===== src/rtl/riscv_pkg.sv =====
// Shared types for the data-memory arbiter: FSM states, response owner and
// the request bundle steered onto the memory port.
package riscv_pkg;

    localparam int XLEN = 32;

    typedef enum logic {
        ARB_CORE,
        ARB_DMA_FORCED
    } arb_state_e;

    typedef enum logic [1:0] {
        OWN_NONE,
        OWN_CORE,
        OWN_DMA
    } arb_owner_e;

    typedef struct packed {
        logic            we;
        logic [3:0]      be;
        logic [XLEN-1:0] addr;
        logic [XLEN-1:0] wdata;
    } mem_req_t;

endpackage


===== src/rtl/dmem_arb_fair_cnt.sv =====
// Counts consecutive core grants while DMA waits and flags the forced DMA slot
// once the core has had MAX_CORE_BURST grants in a row.
module dmem_arb_fair_cnt
    import riscv_pkg::*;
#(
    parameter int MAX_CORE_BURST = 4
) (
    input  logic clk_i,
    input  logic rst_i,
    input  logic dma_req_i,
    input  logic core_gnt_i,
    input  logic dma_gnt_i,
    output logic forced_o
);

    localparam int CNT_W = $clog2(MAX_CORE_BURST + 1);

    arb_state_e       state_reg;
    logic [CNT_W-1:0] burst_cnt_reg;
    logic [CNT_W-1:0] burst_cnt_next;

    assign burst_cnt_next = burst_cnt_reg + 1'b1;

    always_ff @(posedge clk_i or posedge rst_i) begin
        if (rst_i) begin
            state_reg     <= ARB_CORE;
            burst_cnt_reg <= '0;
        end else begin
            case (state_reg)
                ARB_CORE: begin
                    if (!dma_req_i || dma_gnt_i) begin
                        burst_cnt_reg <= '0;
                    end else if (core_gnt_i) begin
                        burst_cnt_reg <= burst_cnt_next;
                        if (burst_cnt_next == CNT_W'(MAX_CORE_BURST)) begin
                            state_reg <= ARB_DMA_FORCED;
                        end
                    end
                end
                // Either DMA takes the slot or it has gone idle; both end the burst.
                ARB_DMA_FORCED: begin
                    state_reg     <= ARB_CORE;
                    burst_cnt_reg <= '0;
                end
                default: begin
                    state_reg     <= ARB_CORE;
                    burst_cnt_reg <= '0;
                end
            endcase
        end
    end

    assign forced_o = (state_reg == ARB_DMA_FORCED);

endmodule


===== src/rtl/dmem_arbiter.sv =====
// Shares the single-port data memory between the core MEM stage and the DMA port;
// core wins by default, with a periodic forced DMA slot, and routes load data back.
module dmem_arbiter
    import riscv_pkg::*;
#(
    parameter int ADDR_W         = 13,
    parameter int MAX_CORE_BURST = 4
) (
    input  logic              clk_i,
    input  logic              rst_i,
    input  logic              core_req_i,
    input  logic              core_we_i,
    input  logic [3:0]        core_be_i,
    input  logic [XLEN-1:0]   core_addr_i,
    input  logic [XLEN-1:0]   core_wdata_i,
    output logic              core_gnt_o,
    output logic              core_stall_o,
    output logic              core_rvalid_o,
    output logic [XLEN-1:0]   core_rdata_o,
    input  logic              dma_req_i,
    input  logic              dma_we_i,
    input  logic [3:0]        dma_be_i,
    input  logic [XLEN-1:0]   dma_addr_i,
    input  logic [XLEN-1:0]   dma_wdata_i,
    output logic              dma_gnt_o,
    output logic              dma_rvalid_o,
    output logic [XLEN-1:0]   dma_rdata_o,
    output logic              mem_req_o,
    output logic              mem_we_o,
    output logic [3:0]        mem_be_o,
    output logic [ADDR_W-3:0] mem_addr_o,
    output logic [XLEN-1:0]   mem_wdata_o,
    input  logic [XLEN-1:0]   mem_rdata_i
);

    logic       forced;
    logic       core_gnt;
    logic       dma_gnt;
    logic       any_gnt;
    logic       in_range;
    logic       issue;
    logic       addr_lsb_unused;
    mem_req_t   sel_req;
    arb_owner_e resp_owner_reg;
    logic       resp_zero_reg;

    dmem_arb_fair_cnt #(
        .MAX_CORE_BURST(MAX_CORE_BURST)
    ) u_fair_cnt (
        .clk_i     (clk_i),
        .rst_i     (rst_i),
        .dma_req_i (dma_req_i),
        .core_gnt_i(core_gnt),
        .dma_gnt_i (dma_gnt),
        .forced_o  (forced)
    );

    // The core only loses the port during a forced slot that DMA actually uses.
    assign core_gnt = core_req_i & ~(forced & dma_req_i);
    assign dma_gnt  = dma_req_i & (forced | ~core_req_i);
    assign any_gnt  = core_gnt | dma_gnt;

    always_comb begin
        sel_req = '0;
        if (core_gnt) begin
            sel_req = '{we: core_we_i, be: core_be_i, addr: core_addr_i, wdata: core_wdata_i};
        end else if (dma_gnt) begin
            sel_req = '{we: dma_we_i, be: dma_be_i, addr: dma_addr_i, wdata: dma_wdata_i};
        end
    end

    assign in_range        = (sel_req.addr[XLEN-1:ADDR_W] == '0);
    assign issue           = any_gnt & in_range;
    assign addr_lsb_unused = ^sel_req.addr[1:0];

    assign mem_req_o   = issue;
    assign mem_we_o    = issue & sel_req.we;
    assign mem_be_o    = sel_req.be;
    assign mem_addr_o  = sel_req.addr[ADDR_W-1:2];
    assign mem_wdata_o = sel_req.wdata;

    // Out-of-range loads still complete, but with forced-zero data.
    always_ff @(posedge clk_i or posedge rst_i) begin
        if (rst_i) begin
            resp_owner_reg <= OWN_NONE;
            resp_zero_reg  <= 1'b0;
        end else begin
            resp_zero_reg <= ~in_range;
            if (any_gnt && !sel_req.we) begin
                resp_owner_reg <= core_gnt ? OWN_CORE : OWN_DMA;
            end else begin
                resp_owner_reg <= OWN_NONE;
            end
        end
    end

    assign core_rvalid_o = (resp_owner_reg == OWN_CORE);
    assign dma_rvalid_o  = (resp_owner_reg == OWN_DMA);
    assign core_rdata_o  = (core_rvalid_o && !resp_zero_reg) ? mem_rdata_i : '0;
    assign dma_rdata_o   = (dma_rvalid_o && !resp_zero_reg) ? mem_rdata_i : '0;

    assign core_gnt_o   = core_gnt;
    assign dma_gnt_o    = dma_gnt;
    assign core_stall_o = core_req_i & ~core_gnt;

endmodule


===== config.mk =====
export PLATFORM = sky130hd
export DESIGN_NAME = dmem_arbiter
export DESIGN_NICKNAME = d
export VERILOG_FILES = /design/src/rtl/riscv_pkg.sv /design/src/rtl/dmem_arb_fair_cnt.sv /design/src/rtl/dmem_arbiter.sv
export SDC_FILE = /design/constraint.sdc
export NUM_CORES = 1
export LEC_CHECK = 0
export CAP_MARGIN = 20
export CORE_AREA = 3 3 111 113
export CTS_BUF_LIST = sky130_fd_sc_hd__clkbuf_8
export DETAILED_ROUTE_END_ITERATION = 12
export DIE_AREA = 0 0 114 116
export HOLD_SLACK_MARGIN = 0.12
export PLACE_DENSITY_LB_ADDON = 0.1
export SLEW_MARGIN = 20
export SYNTH_ARGS = -nofsm -noshare
export SYNTH_HDL_FRONTEND = slang
export SYNTH_HIERARCHICAL = 1
export SYNTH_SLANG_ARGS = --single-unit

===== constraint.sdc =====
create_clock -name clk_i -period 1.5 [get_ports clk_i]
set_input_delay 0.15 -clock clk_i [delete_from_list [all_inputs] [get_ports clk_i]]
set_output_delay 0.15 -clock clk_i [all_outputs]
set_load 0.02 [all_outputs]

==> results <==
-- area by class of cell --
cell class,instances,area share (%)
well taps,143,3.65
clock buffers,3,0.841
repair buffers,319,64.4
flip-flops and latches,7,3.60
inverters,6,0.561
clock inverters,1,0.102
multi-input cells,149,26.8
-- per-layer routing --
layer  vias to the layer above  routed length, um
met5                         -                  0
met4                         0                103
met3                         7               1150
met2                       163               5700
met1                      1145               3020
li1                       1261                  -
-- stage by stage --
| step | worst slack (ns) | instances |
|---|---|---|
| global placement | -0.741 | 613 |
| finish | -0.137 | 628 |
| detailed placement | -0.760 | 613 |
| global route | -0.196 | 628 |
| CTS | -0.166 | 620 |
| floorplan | -0.0327 | 178 |
-- logic make-up (layout without fill, tap and decap cells) --
kind of cell,Yosys count,count (layout),synth area share (%)
buffers and inverters,22,329,7.54
AOI/OAI and AO/OA,53,53,34.4
adders and majority gates,2,2,1.84
DFF,7,7,12.9
xor gates and xnor gates,1,1,0.643
muxes,1,1,0.735
and+or+nand+nor,92,92,42.0
-- cells in the final DEF, fill, tap and decap left out, types with 2 or more instances in the layout --
cell type	n
sky130_fd_sc_hd__clkdlybuf4s15_1	10
sky130_fd_sc_hd__nor2b_4	2
sky130_fd_sc_hd__inv_1	3
sky130_fd_sc_hd__inv_4	2
sky130_fd_sc_hd__buf_6	95
sky130_fd_sc_hd__nor4_2	4
sky130_fd_sc_hd__and2b_4	2
sky130_fd_sc_hd__a22o_1	47
sky130_fd_sc_hd__and2_4	64
sky130_fd_sc_hd__nor2_1	6
sky130_fd_sc_hd__dlymetal6s2s_1	6
sky130_fd_sc_hd__buf_2	36
sky130_fd_sc_hd__nor4_1	3
sky130_fd_sc_hd__o21ai_0	2
sky130_fd_sc_hd__ha_1	2
sky130_fd_sc_hd__clkbuf_16	2
sky130_fd_sc_hd__buf_4	17
sky130_fd_sc_hd__dlygate4sd2_1	15
sky130_fd_sc_hd__nand4_1	2
sky130_fd_sc_hd__nand2_2	2
sky130_fd_sc_hd__clkdlybuf4s50_1	132
sky130_fd_sc_hd__buf_12	5
sky130_fd_sc_hd__clkbuf_8	3
sky130_fd_sc_hd__dfrtp_1	6
-- path summary, 6_finish.rpt --
| path | depth (start not counted) | slack, ns | startpoint | endpoint |
|---|---|---|---|---|
| max | 5 | -0.14 | u_fair_cnt/forced_o$_DFF_PP0_ | mem_be_o[1] |
| min | 2 | 0.15 | rst_i | resp_zero_reg$_DFF_PP0_ |
| max reg2reg | 5 | -0.02 | u_fair_cnt/forced_o$_DFF_PP0_ | u_fair_cnt/burst_cnt_reg[2]$_DFFE_PP0P_ |
| min reg2reg | 2 | 0.54 | u_fair_cnt/burst_cnt_reg[1]$_DFFE_PP0P_ | u_fair_cnt/burst_cnt_reg[1]$_DFFE_PP0P_ |
| max in group asynchronous | 2 | 1.16 | rst_i | u_fair_cnt/forced_o$_DFF_PP0_ |
| min in group clk_i | 4 | 0.45 | dma_addr_i[13] | resp_zero_reg$_DFF_PP0_ |
-- timing repair --
action,in CTS,in global routing
setup buffers,3,4
cloned,0,5
pin swaps,27,61
endpoints found under the setup margin,119,120
resized for setup,588,212
-- where the power goes --
group,switching (mW),internal [mW]
Combinational,0.457,0.716
Sequential,0.00681,0.199
Clock,0.0794,0.180
Total,0.544,1.09
==> run_results.csv <==
group,metric,value,unit
synthesis,synth.yosys.warnings,6,
synthesis,yosysMostFrequentCell,"sky130_fd_sc_hd__and2_1",
synthesis,synth_enable_flop_cells,0,
setup_path,critPathKind,"reg2out",
power,p_per_cell_area,334,nW/um2
setup_path,timing.critical_path.cells,"o21ai_4 -> inv_4 -> buf_12 -> a22o_1 -> buf_2",
global_routing,grt_max_degree,33,
drt,post-route-drc-count,0,
worst_hold_path,hold_path.class,"in2async",
cts,clkSlewWorstSetupHoldPaths,0.04,ns
flow_run,cap_viol_max_count,0,
power,leakagePower,2.36,nW
cts,cts_hold_repair.buffers,0,
finish,n_fill_cell,1172,
drt,drt_pass1_iterations,4,
floorplanning,die_area,13200,um2
setup_path,critPathArrivalTime,1.49,ns
sta,holdWs,0.148,ns
drt,wl_per_cell,15.9,um
setup_path,critical_path.slowest_cell,"sky130_fd_sc_hd__dfrtp_2",
floorplanning,initial_core_util,11.9,%
cts,clock_insertion_delay_worst_skew,0.22,ns
setup_path,top_delay_family_on_crit_path,"flip-flops",
drt,routed_wirelength,9970,um
global_routing,globalRouteOverflowTotal,0,
drt,routed_via_density,4.10,
synthesis,synth_ff_type,"sky130_fd_sc_hd__dfrtp_1",
outcome,violations,"negative setup slack",
global_routing,grtUsageMet2,25.3,%
floorplanning,core,11400,um2
setup_path,critPathCaptureType,"primary output",
synthesis,ys_ff_latch,7,
cts,cts_max_path_buffers,2,
sta,worst_slack,-0.137,ns
finish,num-nets-final,662,
setup_path,cp_required,1.35,ns
global_routing,top_usage_layer,"met2",
cts,numClockSinks,7,
synthesis,synth.cell_area,1360,um2
finish,area_growth_syn_to_layout,260,%
setup_path,cp-start-kind,"flip-flop",
cts,tritoncts,"built",
global_routing,grt_pass1_vias,2444,
setup_path,critical_path.max_fanout,22,
synthesis,asyncSetResetFlopFracSynth,100,%
power,post-layout-total-power,1.64,mW
synthesis,syn-instance-count,178,
sta,max_slew_violations,0,
floorplanning,rows,39,
sta,finalSetupTns,-7.91,ns
floorplanning,ios,292,
synthesis,netlist_top_cells_area,"sky130_fd_sc_hd__a22o_1 (30%), sky130_fd_sc_hd__and2_1 (29%), sky130_fd_sc_hd__dfrtp_1 (13%)",
floorplanning,fp.dieH,116,um
sta,number_of_failing_setup_endpoints_in_the_final_timing_report,113,
synthesis,synth_cell_type_count,27,
synthesis,ys_seq_area_share,12.9,%
finish,register_area,176,um2
place,placed_cell_area,4550,um2
sta,grt_setup_unrepaired,"true",
synthesis,synth_common_cells,"sky130_fd_sc_hd__and2_1 (64), sky130_fd_sc_hd__a22o_1 (47), sky130_fd_sc_hd__clkbuf_1 (10)",
sta,finalClockSkew,0.00184,ns
cts,cts_made_buffers,3,
global_routing,groute.layer.met1.usage,11.4,%
outcome,run_status,"complete, but fails checks",
finish,multi_input_area,1320,um2
place,gp_routability_congestion,0.778,
synthesis,synth_largest_area_cell,"sky130_fd_sc_hd__a22o_1",
setup_path,critPathMaxStageDelay,0.43,ns
synthesis,synth_top_area_share,30.2,%
drt,routed-via-count,2576,
global_routing,antenna_found_initial,0,
sta,clock.fmax,0.611,GHz
power,power.ir.vdd_worst,0.174,mV
synthesis,avgSynthCellArea,7.65,um2
finish,finish.utilization,43.0,%
global_routing,gr_usage_total,12.2,%
global_routing,groute.layer.met3.usage,4.44,%
finish,antenna_cells,0,
sta,final.min_clock_period,1.64,ns
setup_path,path_buf_inv,3,
finish,largest_register_ffs,3,
cts,ctsHtreeMaxLevel,1,
sta,min_period_over_period,109,%
cts,ctsRootBufferMaster,"sky130_fd_sc_hd__clkbuf_8",
sta,worst_pin_slew,0.262,ns
sta,hold_violations,0,
drt,final_antenna_net_count,0,
place,place.port_buffers,287,
drt,starting_drc_count_in_detailed_routing,58,
global_routing,wire_length_of_the_first_global_routing_pass,12700,um
floorplanning,fp.dieW,114,um
finish,drive_above_1_share,50.9,%
finish,finalInstanceArea,4910,um2
synthesis,synth_fp_nets,354,
place,dpl.hpwl,8340,um
sta,timing.max_slew.rel_slack,82.3,%
Note: power is estimated with default switching activity, not from simulation.
